**src/rtl/sp_ram_pkg.sv**
```systemverilog
`default_nettype none
// ---------------------------------------------------------------------------
// Module   : sp_ram_pkg
// Brief    : Shared widths, types and FSM encoding for the RAM read engine.
// Revision : 1.0 - initial release
// ---------------------------------------------------------------------------
package sp_ram_pkg;

    localparam int DEF_ADDR_W = 3;
    localparam int DEF_DATA_W = 16;

    typedef logic [DEF_ADDR_W-1:0] addr_t;
    typedef logic [DEF_DATA_W-1:0] data_t;
    typedef logic [DEF_ADDR_W:0]   len_t;

    typedef enum logic [1:0] {
        IDLE  = 2'd0,
        RUN   = 2'd1,
        DRAIN = 2'd2,
        DONE  = 2'd3
    } rd_state_e;

endpackage
`default_nettype wire

```
**src/rtl/sync_fifo.sv**
```systemverilog
`default_nettype none
// ---------------------------------------------------------------------------
// Module   : sync_fifo
// Brief    : Small single-clock FIFO; empty head reads as zero.
// Revision : 1.0 - initial release
// ---------------------------------------------------------------------------
module sync_fifo #(
    parameter  int WIDTH = 17,
    parameter  int DEPTH = 2,
    localparam int CNT_W = $clog2(DEPTH + 1)
)(
    input  logic             clk,
    input  logic             rst_n,
    input  logic             i_push,
    input  logic [WIDTH-1:0] i_push_data,
    input  logic             i_pop,
    output logic [WIDTH-1:0] o_pop_data,
    output logic             o_full,
    output logic             o_empty,
    output logic [CNT_W-1:0] o_count
);

    localparam int               PTR_W      = (DEPTH > 1) ? $clog2(DEPTH) : 1;
    localparam logic [PTR_W-1:0] c_last_idx = PTR_W'(DEPTH - 1);

    logic [WIDTH-1:0] r_mem [DEPTH];
    logic [PTR_W-1:0] r_wr_ptr;
    logic [PTR_W-1:0] r_rd_ptr;
    logic [CNT_W-1:0] r_count;
    logic             w_push_ok;
    logic             w_pop_ok;

    assign o_full     = (r_count == CNT_W'(DEPTH));
    assign o_empty    = (r_count == '0);
    assign o_count    = r_count;
    assign w_pop_ok   = i_pop && !o_empty;
    assign w_push_ok  = i_push && (!o_full || w_pop_ok);
    assign o_pop_data = o_empty ? '0 : r_mem[r_rd_ptr];

    always_ff @(posedge clk) begin
        if (w_push_ok) begin
            r_mem[r_wr_ptr] <= i_push_data;
        end
    end

    always_ff @(posedge clk) begin
        if (!rst_n) begin
            r_wr_ptr <= '0;
            r_rd_ptr <= '0;
            r_count  <= '0;
        end else begin
            if (w_push_ok) begin
                r_wr_ptr <= (r_wr_ptr == c_last_idx) ? '0 : r_wr_ptr + 1'b1;
            end
            if (w_pop_ok) begin
                r_rd_ptr <= (r_rd_ptr == c_last_idx) ? '0 : r_rd_ptr + 1'b1;
            end
            case ({w_push_ok, w_pop_ok})
                2'b10:   r_count <= r_count + 1'b1;
                2'b01:   r_count <= r_count - 1'b1;
                default: r_count <= r_count;
            endcase
        end
    end

endmodule
`default_nettype wire

```
**src/rtl/sp_ram_reader.sv**
```systemverilog
`default_nettype none
// ---------------------------------------------------------------------------
// Module   : sp_ram_reader
// Brief    : Sequential-address read engine streaming RAM words over valid/ready.
// Revision : 1.0 - initial release
// ---------------------------------------------------------------------------
module sp_ram_reader
    import sp_ram_pkg::*;
#(
    parameter int ADDR_W     = DEF_ADDR_W,
    parameter int DATA_W     = DEF_DATA_W,
    parameter int FIFO_DEPTH = 2
)(
    input  logic              wclk,
    input  logic              rst_n,
    input  logic              start,
    input  logic [ADDR_W-1:0] start_addr,
    input  logic [ADDR_W:0]   len,
    output logic              busy,
    output logic              done,
    output logic [ADDR_W-1:0] ram_addr,
    output logic              ram_we,
    input  logic [DATA_W-1:0] ram_rd_data,
    output logic [DATA_W-1:0] m_data,
    output logic              m_valid,
    input  logic              m_ready,
    output logic              m_last
);

    localparam int              CNT_W        = $clog2(FIFO_DEPTH + 1);
    localparam logic [ADDR_W:0] c_ram_depth  = (ADDR_W + 1)'(2 ** ADDR_W);
    localparam logic [CNT_W:0]  c_fifo_depth = (CNT_W + 1)'(FIFO_DEPTH);

    rd_state_e         r_state;
    rd_state_e         w_next_state;
    logic [ADDR_W-1:0] r_addr;
    logic [ADDR_W-1:0] w_issue_addr;
    logic [ADDR_W:0]   r_remaining;
    logic [ADDR_W:0]   w_remaining_next;
    logic [ADDR_W:0]   w_len_eff;
    logic              r_in_flight;
    logic              r_in_last;
    logic              w_issue;
    logic              w_issue_last;
    logic              w_room;
    logic              w_pop;
    logic [CNT_W-1:0]  w_fifo_count;
    logic              w_fifo_full;
    logic              w_fifo_empty;
    logic [DATA_W:0]   w_head;

    assign w_len_eff = (len > c_ram_depth) ? c_ram_depth : len;
    assign w_pop     = m_valid && m_ready;
    // Count the word still in the RAM pipeline so the FIFO can never overflow.
    assign w_room    = !(w_fifo_full && !w_pop) &&
                       (({1'b0, w_fifo_count} + (CNT_W + 1)'(r_in_flight)
                         - (CNT_W + 1)'(w_pop)) < c_fifo_depth);

    always_comb begin
        w_next_state     = r_state;
        w_issue          = 1'b0;
        w_issue_addr     = r_addr;
        w_issue_last     = 1'b0;
        w_remaining_next = r_remaining;
        case (r_state)
            IDLE: begin
                if (start) begin
                    if (w_len_eff == '0) begin
                        w_next_state = DONE;
                    end else begin
                        w_issue          = 1'b1;
                        w_issue_addr     = start_addr;
                        w_issue_last     = (w_len_eff == (ADDR_W + 1)'(1));
                        w_remaining_next = w_len_eff - 1'b1;
                        w_next_state     = RUN;
                    end
                end
            end
            RUN: begin
                if (r_remaining == '0) begin
                    w_next_state = DRAIN;
                end else if (w_room) begin
                    w_issue          = 1'b1;
                    w_issue_addr     = r_addr + 1'b1;
                    w_issue_last     = (r_remaining == (ADDR_W + 1)'(1));
                    w_remaining_next = r_remaining - 1'b1;
                end
            end
            DRAIN: begin
                if (w_pop && m_last) begin
                    w_next_state = DONE;
                end
            end
            DONE:    w_next_state = IDLE;
            default: w_next_state = IDLE;
        endcase
    end

    always_ff @(posedge wclk) begin
        if (!rst_n) begin
            r_state     <= IDLE;
            r_addr      <= '0;
            r_remaining <= '0;
            r_in_flight <= 1'b0;
            r_in_last   <= 1'b0;
        end else begin
            r_state     <= w_next_state;
            r_remaining <= w_remaining_next;
            r_in_flight <= w_issue;
            r_in_last   <= w_issue_last;
            if (w_issue) begin
                r_addr <= w_issue_addr;
            end
        end
    end

    // The address is presented combinationally so the RAM samples it on the issue edge.
    assign ram_addr = w_issue_addr;
    assign ram_we   = 1'b0;
    assign busy     = (r_state != IDLE);
    assign done     = (r_state == DONE);
    assign m_valid  = !w_fifo_empty;
    assign m_data   = w_head[DATA_W-1:0];
    assign m_last   = w_head[DATA_W];

    sync_fifo #(
        .WIDTH (DATA_W + 1),
        .DEPTH (FIFO_DEPTH)
    ) u_fifo (
        .clk         (wclk),
        .rst_n       (rst_n),
        .i_push      (r_in_flight),
        .i_push_data ({r_in_last, ram_rd_data}),
        .i_pop       (w_pop),
        .o_pop_data  (w_head),
        .o_full      (w_fifo_full),
        .o_empty     (w_fifo_empty),
        .o_count     (w_fifo_count)
    );

endmodule
`default_nettype wire

```
**config.mk**
```make
export PLATFORM = sky130hd
export DESIGN_NAME = sp_ram_reader
export DESIGN_NICKNAME = d
export VERILOG_FILES = /design/src/rtl/sp_ram_pkg.sv /design/src/rtl/sync_fifo.sv /design/src/rtl/sp_ram_reader.sv
export SDC_FILE = /design/constraint.sdc
export NUM_CORES = 1
export LEC_CHECK = 0
export BUFFER_PORTS_ARGS = -buffer_cell sky130_fd_sc_hd__buf_2
export CORE_UTILIZATION = 31
export CTS_CLUSTER_DIAMETER = 50
export DETAILED_ROUTE_END_ITERATION = 8
export PLACE_DENSITY_LB_ADDON = 0.15
export SLEW_MARGIN = 15
export SYNTH_ARGS = -nofsm -noshare
export SYNTH_HDL_FRONTEND = slang
export SYNTH_SLANG_ARGS = --single-unit
```
**constraint.sdc**
```tcl
create_clock -name wclk -period 3.1 [get_ports wclk]
set_input_delay 0.62 -clock wclk [delete_from_list [all_inputs] [get_ports wclk]]
set_output_delay 0.62 -clock wclk [all_outputs]
set_load 0.02 [all_outputs]
```
==> run metrics <==
clk_lat worst skew=0.30 ns; ratio of cells with drive above 1 in the final layout=32.5%; Critical Path AT=2.60 ns; Slew @ Worst Pin=0.586 ns; Reg power frac=32.4%; die width=90.6 um; Synth-to-Final Area Change=27.2%; Clk network pwr share=15.5%; DP Area=2900 um2; max_cap viols=0; VDD IR max=0.421 mV; critical path capture point type=output port; first-pass GRT wire length=8.06 mm; non-filler cells in the finished layout=385; Max-slew headroom=60.6%; Comb pwr share=52.1%; total track usage=12.6%; vias in the first global route=1,778; Antenna Nets Post-Route=0; post-detailed-route via-to-cell ratio=4.68; skew final=0.0106 ns; post-synth cell types=45; CP required=2.48 ns; CTS Buf Count=5; port bufs=49; Synth area leaders=edfxtp_1 (42%), dfxtp_1 (13%), mux2i_1 (7.8%), ha_1 (5.7%), nor2_1 (4.6%); Final nets=324; critical path class=primary input to output port; Async S/R FF share, synth=0%; share of the clock period used by the worst path=104%; RSZ-0062 raised after global routing=yes; Avg Cell Area, Syn=11.3 um2; largest net degree at the start of global routing=21; final hold vios=0; # diodes=0; vias=1,803; CTS tree=done; clk buf depth=2; placed cells=371; Sink Count=50; Die H=90.6 um; most area-hungry cell type in the Yosys netlist=edfxtp_1; setup ws final=-0.124 ns; Ports=51; H-tree depth=2; drt initial violations=70; fin crit period=3.22 ns; most used flip-flop cell after synthesis=edfxtp_1; post-synthesis cell area=2430 um2; Worst path max stage delay=0.33 ns; die area=8200 um2; pwr dens=948 nW/um2; Post-DP HPWL=3.51 mm; Post-CTS Hold Fix Bufs=0; Detailed Route WL=4.97 mm; final setup vio count=3; Finished Cell Area=3090 um2; GP Congestion=0.835; syn_nets=254; routed len/inst=12.9 um; violated checks=setup timing; cell mode on critical path=o211a_1; EDFF count, synth=34; sequential area share after synthesis=55.1%; Pins Over Slew Limit=0; CTS root buf=clkbuf_8; Pre-antenna DRT Iters=4; P_leak=1.29 nW; Hold Crit Class=flip-flop to flip-flop; status=finished with violations; crit path max fanout=3; initial antenna violation count=0; startpoint types=primary input; Commonest cells post-synth=edfxtp_1 (34), nor2_1 (30), mux2i_1 (19), inv_1 (17), dfxtp_1 (16); crit-path cells=buf_2 -> inv_2 -> nor2_2 -> ha_1 -> nand2b_4 -> fa_2 -> o211a_1 -> o211a_1 -> a32o_2 -> or2_4 -> buf_6; most common cell in the netlist=edfxtp_1; Rows=31; CP max stage cell=fa_2; cells after synthesis=215; Ys Warns=0; drt drc=0; P_int=1.77 mW; Peak Freq=310 MHz; Overflow after GRT=0; FF-to-FF setup slack=0.61 ns; starting density of the core=32.8%; Psw=1.17 mW; core area=7410 um2; sw frac=39.7%; CTS clk-pin slew, worst paths=0.09 ns; FF+latch count, synth=50; top-area cell type share of the netlist area=42.0%
[per-stage QoR]
step / hold slack, ns / power (mW) / utilization [%] / setup TNS [ns] / worst slack [ns]
final: 0.433 / 2.93 / 41.7 / -0.285 / -0.124
after detailed placement: 0.413 / 2.39 / 39.2 / -0.492 / -0.193
after global routing: 0.461 / 3.15 / 41.7 / -0.607 / -0.214
after CTS: 0.437 / 2.95 / 41.6 / -0.316 / -0.143
after floorplan: 0.404 / 1.96 / - / 0 / 0.00177
after global placement: 0.407 / 2.39 / 39.2 / -0.339 / -0.133
[area by class of cell]
| cell class | instances | area [um2] |
|---|---|---|
| Tap cell | 99 | 124 |
| Timing Repair Buffer | 73 | 438 |
| Sequential cell | 50 | 1350 |
| Clock inverter | 3 | 42.5 |
| Multi-Input combinational cell | 137 | 1010 |
| Clock buffer | 5 | 68.8 |
| Inverter | 18 | 67.6 |
| Fill cell | 748 | 4320 |
[cells by family (layout without fill, tap and decap cells)]
group | count (synthesis) | count (layout) | share of synthesized area [%]
adders and majority gates | 12 | 12 | 6.48
xor gates and xnor gates | 5 | 5 | 1.80
and+or+nand+nor | 64 | 64 | 12.3
other | 1 | 1 | 0.154
DFF | 50 | 50 | 55.1
muxes | 20 | 20 | 8.28
buffers and inverters | 28 | 99 | 5.20
AOI/OAI and AO/OA | 35 | 35 | 10.6
[registers in the layout (all words and copies together), names as in the netlist, named ones only]
name and cells:
u_fifo.r_mem 34, r_addr 3, r_state 2, r_remaining 4, r_in_last 1, u_fifo.r_wr_ptr 1
r_in_flight 1, u_fifo.r_rd_ptr 1, u_fifo.o_count 2
[routing by layer]
| metal | GRT usage, % | part of all wire [%] |
|---|---|---|
| met1 | 15.3 | 46 |
| met3 | 2.61 | 3.0 |
| met2 | 22.3 | 50 |
| met5 | 0 | 0 |
| met4 | 3.23 | 1.0 |
[critical path, delay by kind of cell]
family,cells,cell delay [ns]
AOI/OAI and AO/OA,3,0.67
adders and majority gates,2,0.60
buffers and inverters,3,0.30
and+or+nand+nor,3,0.41
[final timing paths]
| kind | from | cells after the start | to |
|---|---|---|---|
| worst max-delay path | m_ready | 11 | ram_addr[2] |
| worst min-delay path | r_in_last | 0 | u_fifo.r_mem[1][16] |
| worst max register to register | u_fifo.o_count[0] | 12 | r_remaining[0] |
| worst min register to register | r_in_last | 0 | u_fifo.r_mem[1][16] |
[cell usage in the layout (no fill, tap or decap), types with 5 or more instances in the layout]
cell type,netlist,routed
a21oi_1,6,5
clkbuf_8,0,5
dfxtp_1,16,14
o211a_1,5,5
inv_1,17,16
edfxtp_1,34,34
nor2_1,30,28
nand3_1,5,5
buf_4,1,24
ha_1,11,11
o21ai_0,6,5
buf_2,2,47
mux2i_1,19,19
nand2_1,10,10
[what timing repair did]
action                     in CTS  in global routing
pin swaps                       5                  2
setup endpoints to repair       3                  3
setup buffers                   5                  1
gates cloned                    0                  0
resized for setup              10                  1
[power by group through the flow]
stage | registers (mW) | clock network [mW] | logic (mW)
6_report | 0.951 | 0.454 | 1.53
5_1_grt | 0.970 | 0.495 | 1.69
4_1_cts | 0.951 | 0.467 | 1.53
3_5_place_dp | 0.960 | 0 | 1.43
3_3_place_gp | 0.960 | 0 | 1.43
2_1_floorplan | 0.940 | 0 | 1.02
Note: power is estimated with default switching activity, not from simulation.
